--- src/rtl/wb_regfile_stage_pkg.sv ---
// Shared widths, register-zero index and HI/LO select encoding for the write-back stage.
// These are also used by the MEM/WB register and the hazard unit.
package wb_regfile_stage_pkg;

  localparam int DATA_W  = 32;
  localparam int ADDR_W  = 5;
  localparam int REG_CNT = 32;

  localparam logic [ADDR_W-1:0] REG_ZERO = 5'd0;

  // HI/LO write selects carried down the pipe for MULT/DIV/MTHI/MTLO
  typedef enum logic [1:0] {
    HL_SEL_NONE = 2'b00,
    HL_SEL_LO   = 2'b01,
    HL_SEL_HI   = 2'b10,
    HL_SEL_BOTH = 2'b11
  } hl_sel_e;

  function automatic logic gpr_write_en(input logic valid, input logic regwrite,
                                        input logic [ADDR_W-1:0] regnum);
    return valid & regwrite & (regnum != REG_ZERO);
  endfunction

endpackage

--- src/rtl/wb_regfile_stage_if.sv ---
// MEM/WB slot bundle consumed by the write-back stage.
interface wb_regfile_stage_if;
  import wb_regfile_stage_pkg::*;

  logic              wb_valid;
  logic [31:0]       wb_ir;
  logic [31:0]       wb_pc;
  logic [DATA_W-1:0] wb_r1;
  logic [DATA_W-1:0] wb_r2;
  logic [ADDR_W-1:0] wb_regnum;
  logic              wb_regwrite;
  logic              wb_lowrite;
  logic              wb_hiwrite;

  modport master (
    output wb_valid, wb_ir, wb_pc, wb_r1, wb_r2,
           wb_regnum, wb_regwrite, wb_lowrite, wb_hiwrite
  );

  modport slave (
    input  wb_valid, wb_ir, wb_pc, wb_r1, wb_r2,
           wb_regnum, wb_regwrite, wb_lowrite, wb_hiwrite
  );

endinterface

--- src/rtl/wb_gpr_file.sv ---
// 32x32 GPR array, two async read ports, one write port, r0 hard-wired to zero.
// Define WB_BYPASS_EN to forward the in-flight write onto the read ports.
module wb_gpr_file
  import wb_regfile_stage_pkg::*;
(
  input  logic              clk,
  input  logic              clr,
  input  logic              we,
  input  logic [ADDR_W-1:0] waddr,
  input  logic [DATA_W-1:0] wdata,
  input  logic [ADDR_W-1:0] rs_addr,
  input  logic [ADDR_W-1:0] rt_addr,
  output logic [DATA_W-1:0] rs_data,
  output logic [DATA_W-1:0] rt_data
);

  logic [DATA_W-1:0] regs [REG_CNT];

  // we is already qualified with waddr != 0, so regs[0] never leaves reset
  always_ff @(posedge clk or posedge clr) begin
    if (clr) begin
      for (int i = 0; i < REG_CNT; i++) regs[i] <= '0;
    end else if (we) begin
      regs[waddr] <= wdata;
    end
  end

  always_comb begin
    rs_data = (rs_addr == REG_ZERO) ? '0 : regs[rs_addr];
    rt_data = (rt_addr == REG_ZERO) ? '0 : regs[rt_addr];
`ifdef WB_BYPASS_EN
    if (we && (waddr == rs_addr)) rs_data = wdata;
    if (we && (waddr == rt_addr)) rt_data = wdata;
`endif
  end

endmodule

--- src/rtl/wb_regfile_stage.sv ---
// MIPS write-back stage: commits GPR/HI/LO, serves ID reads, tracks retired count and last PC/IR.
// Define WB_BYPASS_EN for same-cycle write-through forwarding on GPR reads and hi/lo.
module wb_regfile_stage
  import wb_regfile_stage_pkg::*;
(
  input  logic                clk,
  input  logic                CLR,
  wb_regfile_stage_if.slave   wb,
  input  logic [ADDR_W-1:0]   rs_addr,
  input  logic [ADDR_W-1:0]   rt_addr,
  output logic [DATA_W-1:0]   rs_data,
  output logic [DATA_W-1:0]   rt_data,
  output logic [DATA_W-1:0]   hi,
  output logic [DATA_W-1:0]   lo,
  output logic [31:0]         retire_cnt,
  output logic [31:0]         last_pc,
  output logic [31:0]         last_ir
);

  logic              commit;
  logic              gpr_we;
  logic              hi_we;
  logic              lo_we;
  logic [DATA_W-1:0] hi_q;
  logic [DATA_W-1:0] lo_q;
  logic [31:0]       retire_q;
  logic [31:0]       last_pc_q;
  logic [31:0]       last_ir_q;

  // bubbles and flushed slots arrive with wb_valid low and must leave no trace
  assign commit = wb.wb_valid;
  assign gpr_we = gpr_write_en(commit, wb.wb_regwrite, wb.wb_regnum);
  assign hi_we  = commit & wb.wb_hiwrite;
  assign lo_we  = commit & wb.wb_lowrite;

  wb_gpr_file u_gpr (
    .clk     (clk),
    .clr     (CLR),
    .we      (gpr_we),
    .waddr   (wb.wb_regnum),
    .wdata   (wb.wb_r1),
    .rs_addr (rs_addr),
    .rt_addr (rt_addr),
    .rs_data (rs_data),
    .rt_data (rt_data)
  );

  always_ff @(posedge clk or posedge CLR) begin
    if (CLR) begin
      hi_q      <= '0;
      lo_q      <= '0;
      retire_q  <= '0;
      last_pc_q <= '0;
      last_ir_q <= '0;
    end else begin
      if (hi_we) hi_q <= wb.wb_r2;
      if (lo_we) lo_q <= wb.wb_r1;
      if (commit) begin
        retire_q  <= retire_q + 32'd1;
        last_pc_q <= wb.wb_pc;
        last_ir_q <= wb.wb_ir;
      end
    end
  end

`ifdef WB_BYPASS_EN
  assign hi = hi_we ? wb.wb_r2 : hi_q;
  assign lo = lo_we ? wb.wb_r1 : lo_q;
`else
  assign hi = hi_q;
  assign lo = lo_q;
`endif

  assign retire_cnt = retire_q;
  assign last_pc    = last_pc_q;
  assign last_ir    = last_ir_q;

endmodule
--- src/flat_wrapper.sv ---
// flat-port wrapper written by rule: the top's interface ports become plain ports
module wb_regfile_stage_flat import wb_regfile_stage_pkg::*;
  (clk, CLR, rs_addr, rt_addr, rs_data, rt_data, hi, lo, retire_cnt, last_pc, last_ir, wb_wb_valid, wb_wb_ir, wb_wb_pc, wb_wb_r1, wb_wb_r2, wb_wb_regnum, wb_wb_regwrite, wb_wb_lowrite, wb_wb_hiwrite);
  wb_regfile_stage_if wb_i ();
  input  logic clk;
  input  logic CLR;
  input  logic [ADDR_W-1:0] rs_addr;
  input  logic [ADDR_W-1:0] rt_addr;
  output logic [DATA_W-1:0] rs_data;
  output logic [DATA_W-1:0] rt_data;
  output logic [DATA_W-1:0] hi;
  output logic [DATA_W-1:0] lo;
  output logic [31:0] retire_cnt;
  output logic [31:0] last_pc;
  output logic [31:0] last_ir;
  input wire logic [$bits(wb_i.wb_valid)-1:0] wb_wb_valid;
  input wire logic [$bits(wb_i.wb_ir)-1:0] wb_wb_ir;
  input wire logic [$bits(wb_i.wb_pc)-1:0] wb_wb_pc;
  input wire logic [$bits(wb_i.wb_r1)-1:0] wb_wb_r1;
  input wire logic [$bits(wb_i.wb_r2)-1:0] wb_wb_r2;
  input wire logic [$bits(wb_i.wb_regnum)-1:0] wb_wb_regnum;
  input wire logic [$bits(wb_i.wb_regwrite)-1:0] wb_wb_regwrite;
  input wire logic [$bits(wb_i.wb_lowrite)-1:0] wb_wb_lowrite;
  input wire logic [$bits(wb_i.wb_hiwrite)-1:0] wb_wb_hiwrite;
  assign wb_i.wb_valid = wb_wb_valid;
  assign wb_i.wb_ir = wb_wb_ir;
  assign wb_i.wb_pc = wb_wb_pc;
  assign wb_i.wb_r1 = wb_wb_r1;
  assign wb_i.wb_r2 = wb_wb_r2;
  assign wb_i.wb_regnum = wb_wb_regnum;
  assign wb_i.wb_regwrite = wb_wb_regwrite;
  assign wb_i.wb_lowrite = wb_wb_lowrite;
  assign wb_i.wb_hiwrite = wb_wb_hiwrite;
  wb_regfile_stage u_core (.clk(clk), .CLR(CLR), .wb(wb_i), .rs_addr(rs_addr), .rt_addr(rt_addr), .rs_data(rs_data), .rt_data(rt_data), .hi(hi), .lo(lo), .retire_cnt(retire_cnt), .last_pc(last_pc), .last_ir(last_ir));
endmodule
--- config.mk ---
export PLATFORM = sky130hd
export DESIGN_NAME = wb_regfile_stage_flat
export DESIGN_NICKNAME = d
export VERILOG_FILES = /design/src/rtl/wb_regfile_stage_pkg.sv /design/src/rtl/wb_regfile_stage_if.sv /design/src/rtl/wb_gpr_file.sv /design/src/rtl/wb_regfile_stage.sv /design/src/flat_wrapper.sv
export SDC_FILE = /design/constraint.sdc
export NUM_CORES = 2
export LEC_CHECK = 0
export CAP_MARGIN = 30
export CORE_UTILIZATION = 26
export CTS_CLUSTER_SIZE = 14
export DETAILED_ROUTE_END_ITERATION = 7
export SLEW_MARGIN = 0
export SYNTH_ARGS = -nofsm -noshare
export SYNTH_HDL_FRONTEND = slang
export SYNTH_HIERARCHICAL = 1
export SYNTH_SLANG_ARGS = --single-unit
--- constraint.sdc ---
create_clock -name clk -period 37.7 [get_ports clk]
set_clock_uncertainty 0.05 [all_clocks]
set_input_delay 3.77 -clock clk [delete_from_list [all_inputs] [get_ports clk]]
set_output_delay 3.77 -clock clk [all_outputs]
set_load 0.05 [all_outputs]
Word-level counts from Yosys, hierarchy flattened
Cells that the tools add are included.
{"block": "totals", "register_bits": 1184, "inputBits": 149, "output_inout_bits": 224, "word_cells": 64}
{"block": "op_classes", "addsub": 1, "n_lt_le_gt_ge": 4, "muxes": 11, "n_bitwise": 7, "reduce_logical": 4}
{"op": "bitwise mux 1024 bit", "n": 1}
{"op": "binary-select mux 32 bit (select 5 bit)", "n": 2}
{"op": "2-to-1 mux 32 bit", "n": 7}
{"op": "demux 32 bit (select 5 bit)", "n": 1}
{"op": "adder 32 x 1 -> 32 bit, second input constant", "n": 1}
{"op": ">= comparator 6 bit, second input constant", "n": 3}
{"op": "NOT 5 -> 6 bit", "n": 3}
{"op": "zero test 5 bit", "n": 2}
{"op": "< comparator 6 x 1 -> 1 bit, second input constant", "n": 1}
{"op": "nonzero test 5 bit", "n": 1}
{"op": "bitwise AND 1 bit", "n": 4}
{"op": "logical AND 1 bit", "n": 1}

Depth between registers and ports, before layout
{"block": "logic_depth", "ltp_word": 6, "mapped_depth": 9, "ltp_nobuf": 6}

Cells and area by module
Netlist, hierarchy kept.
{"mod": "wb_gpr_file", "instances": 1, "cells_per_inst": 3681, "area_each_um2": 54593.6, "seq_area_each_um2": 25624.6}
{"mod": "wb_regfile_stage", "instances": 1, "cells_per_inst": 391, "area_each_um2": 6188.4, "seq_area_each_um2": 4003.8}

Least setup slack after synthesis
OpenSTA, ideal clock, no wires.
{"block": "synth_path", "kind": "in2out", "start": "input rt_addr[1]", "end": "output rt_data[1]", "t_arrival_ns": 6.458, "required_time_ns": 33.880, "path_slack_ns": 27.422, "path_stages": 9, "n_path_buf": 5, "path_cell_list": "buf_2 > buf_4 > buf_4 > and2_1 > clkbuf_1 > clkbuf_1 > a22oi_1 > a21oi_1 > nor4_1"}
{"block": "synth_between", "elab_chain_len": 5, "word_cells_on_any_way": 6, "classes_between": "4 x mux; 1 x bitwise; 1 x reduce/logical"}
{"item": "start: declaration", "line_no": "flat_wrapper.sv:8", "source": "input logic [ADDR_W-1:0] rt_addr;"}
{"item": "NOT 5 -> 6 bit (not written as such)", "line_no": "wb_gpr_file.sv:30", "source": "rt_data = (rt_addr == REG_ZERO) ? '0 : regs[rt_addr];"}
{"item": "binary-select mux 32 bit (select 5 bit)", "line_no": "wb_gpr_file.sv:30"}
{"item": "2-to-1 mux 32 bit (not written as such) (2 in series)", "line_no": "wb_gpr_file.sv:30"}
{"item": "2-to-1 mux 32 bit *", "line_no": "wb_gpr_file.sv:30"}
{"item": "end: declaration", "line_no": "flat_wrapper.sv:10", "source": "output logic [DATA_W-1:0] rt_data;"}
Every way passes the cells marked *; elsewhere a longest branch is shown, timed or not. The select of a mux whose other input is x is not followed.

Final worst setup path
{"block": "layout_path", "start": "input rt_addr[2]", "end": "output rt_data[30]"}
Same word-level chain as after synthesis.

==> results.md <==
- Status: finished, final reports clean
- Hold WS: 0.429 ns
- Number of CTS-inserted buffers: approximately 140
- Post-synthesis async set-or-reset flop share: 100%
- Leak pwr: 31.4 nW
- Global route overflow: 0
- Nets: 4467
- Max Buffers Root-to-Sink: 3
- Final Hold Vio Count: 0
- Buffers on Ports: 372
- Finished Layout Cells: 7468
- Core box area: 233000 µm²
- Share of power burned in registers: ~43%
- #FFs+latches synth: 1184
- Synth area leader: dfrtp_1
- CP peak stage delay: 0.94 ns
- Critical path startpoint category: input pin
- Final worst slack: around 25 ns
- Vias in the first global route: 41600
- Syn Nets: 4222
- Antenna violations before repair: 13
- Clk slew on worst S/H paths: roughly 0.06 ns
- CTS tree: built
- Drt total wl: 205000 µm
- Worst EP arrival: 9.05 ns
- Residual DRC: 0
- Via/cell ratio: 5.31
- Multi-input gate area: approximately 29000 µm²
- First-pass GRT wire length: 300000 µm
- Endpoint type of the worst setup path: output pin
- Hold Crit Start: u_core/retire_cnt[31]
- Top cells by area, synth: dfrtp_1, mux2_2, mux4_2, mux2i_1, clkbuf_1
- Postcts setup bufs: 0
- CP max-delay cell: clkdlybuf4s50_1
- Post-detail-place hpwl: 120000 µm
- Combinational power share: about a fifth
- R2r endpoint: u_core/retire_cnt[24]
- Std-Cell Rows: 177
- Cell variety after synth: 56
- Pint: roughly 2.6 mW
- Hold path depth: 1
- Critical path fanouts, max: 85
- Post-cts hold buffer count: 0
- VDD IR max: 0.0524 mV
- Setup TNS Final: 0 ns
- Die X: 486 µm
- Initial Util: 26.1%
- RSZ-0062 raised after global routing: false
- R2R Path Start: u_core/retire_cnt[0]
- Worst path cell trace: buf_8 > buf_4 > buf_4 > buf_4 > mux4_2 > mux2_2 > o22ai_1 > nor3_1 > clkdlybuf4s50_1
- WHS Endpoint: u_core/retire_cnt[31]
- Share of layout cells above drive strength 1: 45.4%
- Die area: 236000 µm²
- Sequential Area: 29600 µm²
- Syn_area_per_cell: between 10 and 15 µm²
- Commonest cells in the netlist: dfrtp_1, mux2_2, mux4_2
- Top Family by Delay on Critical Path: buffers and inverters
- Psw: about 1.1 mW
- Pin count of the biggest net entering global routing: 150
- Vias post-DR: 39700
- CP bufs+invs: 5
- Hold Path Class: reg -> reg
- Placed cell count: 7216
- Worst EP required: 33.88 ns
- Worst slew margin: 29.6%
- FF-to-FF path depth: 5
- Clock Power Share: approximately 38%
- CTS Sinks: 1184
- Worst Setup Path Type: in -> out
- Post-cts resize count: 0
- Synthesized cell area: 60800 µm²
- Avg WL per Cell: 27.5 µm
- Ys flop type: dfrtp_1
- GPL Wtd Cong: 0.806
- Pins over their slew limit: 0
- Crit path time final: 12.87 ns
- First-pass DRT Iterations: 5
- Most frequent cell after synthesis: dfrtp_1
- Worst path most repeated cell: buf_4
- Total GRT Usage: 17.2%
- Post-synth EDFFs: 0
- Final ANT Viol Nets: 0
- R2R setup slack: about 36 ns
- Setup violations, final: 0
- Sw frac: 28.9%
- Period utilization: about 34%
- Clock Latency Late Sink: 0.79 ns
- P&R area growth vs syn: 19.5%
- Die Height: 486 µm
- Share of the synthesized area in the top cell type: 48.7%
- Cells after Synth: 4072
- Power density over cell area: around 50 nW/µm²
- Fmax: 0.0777 GHz
- Placement Setup Slack: 24.84 ns
- Layout fillers: around 23000
- Root Driver: clkbuf_16
- I/O pin total: 373
- Sequential area share after synthesis: 48.7%
- Max Cap Violations: 0
- H-tree levels: 4
- YS warnings: 6
- Least-Margin Pin Slew: ~1.0 ns
- 1st-iter DRT viols: 3285
[how the worst max path moves through the flow]
stage,from,end,cells past startpoint
after detailed placement,rt_addr[2],rt_data[30],9
after global placement,rt_addr[2],rt_data[30],9
after global routing,rt_addr[2],rt_data[25],9
final,rt_addr[2],rt_data[30],9
after floorplan,CLR,u_core/u_gpr/regs[0],1
after CTS,rt_addr[2],rt_data[30],9
[power by group through the flow]
stage | combinational (mW) | clock (mW) | sequential, mW
finish | 0.710 | 1.37 | 1.57
global route | 0.750 | 1.46 | 1.59
CTS | 0.713 | 1.41 | 1.56
detailed placement | 0.711 | 0 | 1.58
global placement | 0.698 | 0 | 1.57
floorplan | 0.441 | 0 | 1.62
[metal layers]
metal  vias up  global-route usage (%)  wire, µm
met3       474                    3.61     13000
met1     21400                    20.7     81100
met4         0                    7.77      9350
li1      16200                       -         -
met5         -                       0         0
met2      1555                    29.4    102000
[cell type report]
type | count | share of cell area (%)
multi-input cells | 2471 | 40.6
inverters | 4 | 0.0379
well taps | 3043 | 5.24
diodes | 7 | 0.0241
repair buffers | 519 | 7.01
flip-flops and latches | 1184 | 40.8
clock buffers | 187 | 5.33
clock inverters | 53 | 0.992
[state kept, by name (all words and copies together), names as in the netlist]
name and flops:
u_core/u_gpr/regs 1024, u_core/hi 32, u_core/last_ir 32, u_core/last_pc 32
u_core/lo 32, u_core/retire_cnt 32
[cells by family (layout without fill, tap and decap cells)]
kind of cell,after synthesis,count (layout),share of synthesized area [%]
buffers and inverters,417,763,3.15
XOR/XNOR,31,31,0.447
adder cells (fa/ha/maj),1,1,0.0206
AO/OA/AOI/OAI,345,345,4.26
other,0,7,0
AND/OR/NAND/NOR,239,239,2.29
flip-flops,1184,1184,48.7
multiplexers,1855,1855,41.1
[placed cells by master, fill, tap and decap left out, types with 12 or more instances in the layout]
cell type / instances
dfrtp_1: 1184
mux2_2: 1179
mux4_2: 394
clkdlybuf4s50_1: 362
mux2i_1: 282
clkbuf_16: 140
buf_4: 128
a22oi_1: 84
a211oi_1: 55
a22o_1: 49
o22ai_1: 44
nor3_1: 43
nor2b_1: 39
a21oi_1: 34
clkbuf_1: 28
xnor2_1: 26
a2111oi_0: 26
o221ai_1: 26
clkinv_2: 22
clkbuf_8: 20
nand2_2: 18
nor2_4: 18
nor4_1: 15
nand2_1: 14
bufinv_16: 12
nand4_1: 12
nand3_1: 12
[through the flow]
step | utilization, % | power (mW) | area [µm²]
floorplan | - | 2.06 | 60800
global placement | 29.1 | 2.27 | 67700
detailed placement | 29.2 | 2.29 | 67900
CTS | 31.2 | 3.69 | 72500
global route | 31.2 | 3.80 | 72600
finish | 31.2 | 3.65 | 72600
[worst register-to-register path: cells and delay by family, from the launching register on]
kind	cells	cell delay, ns
flops	1	0.46
fa+ha+maj	1	0.22
simple gates	3	0.86
xor+xnor	1	0.16
Note: power is estimated with default switching activity, not from simulation.
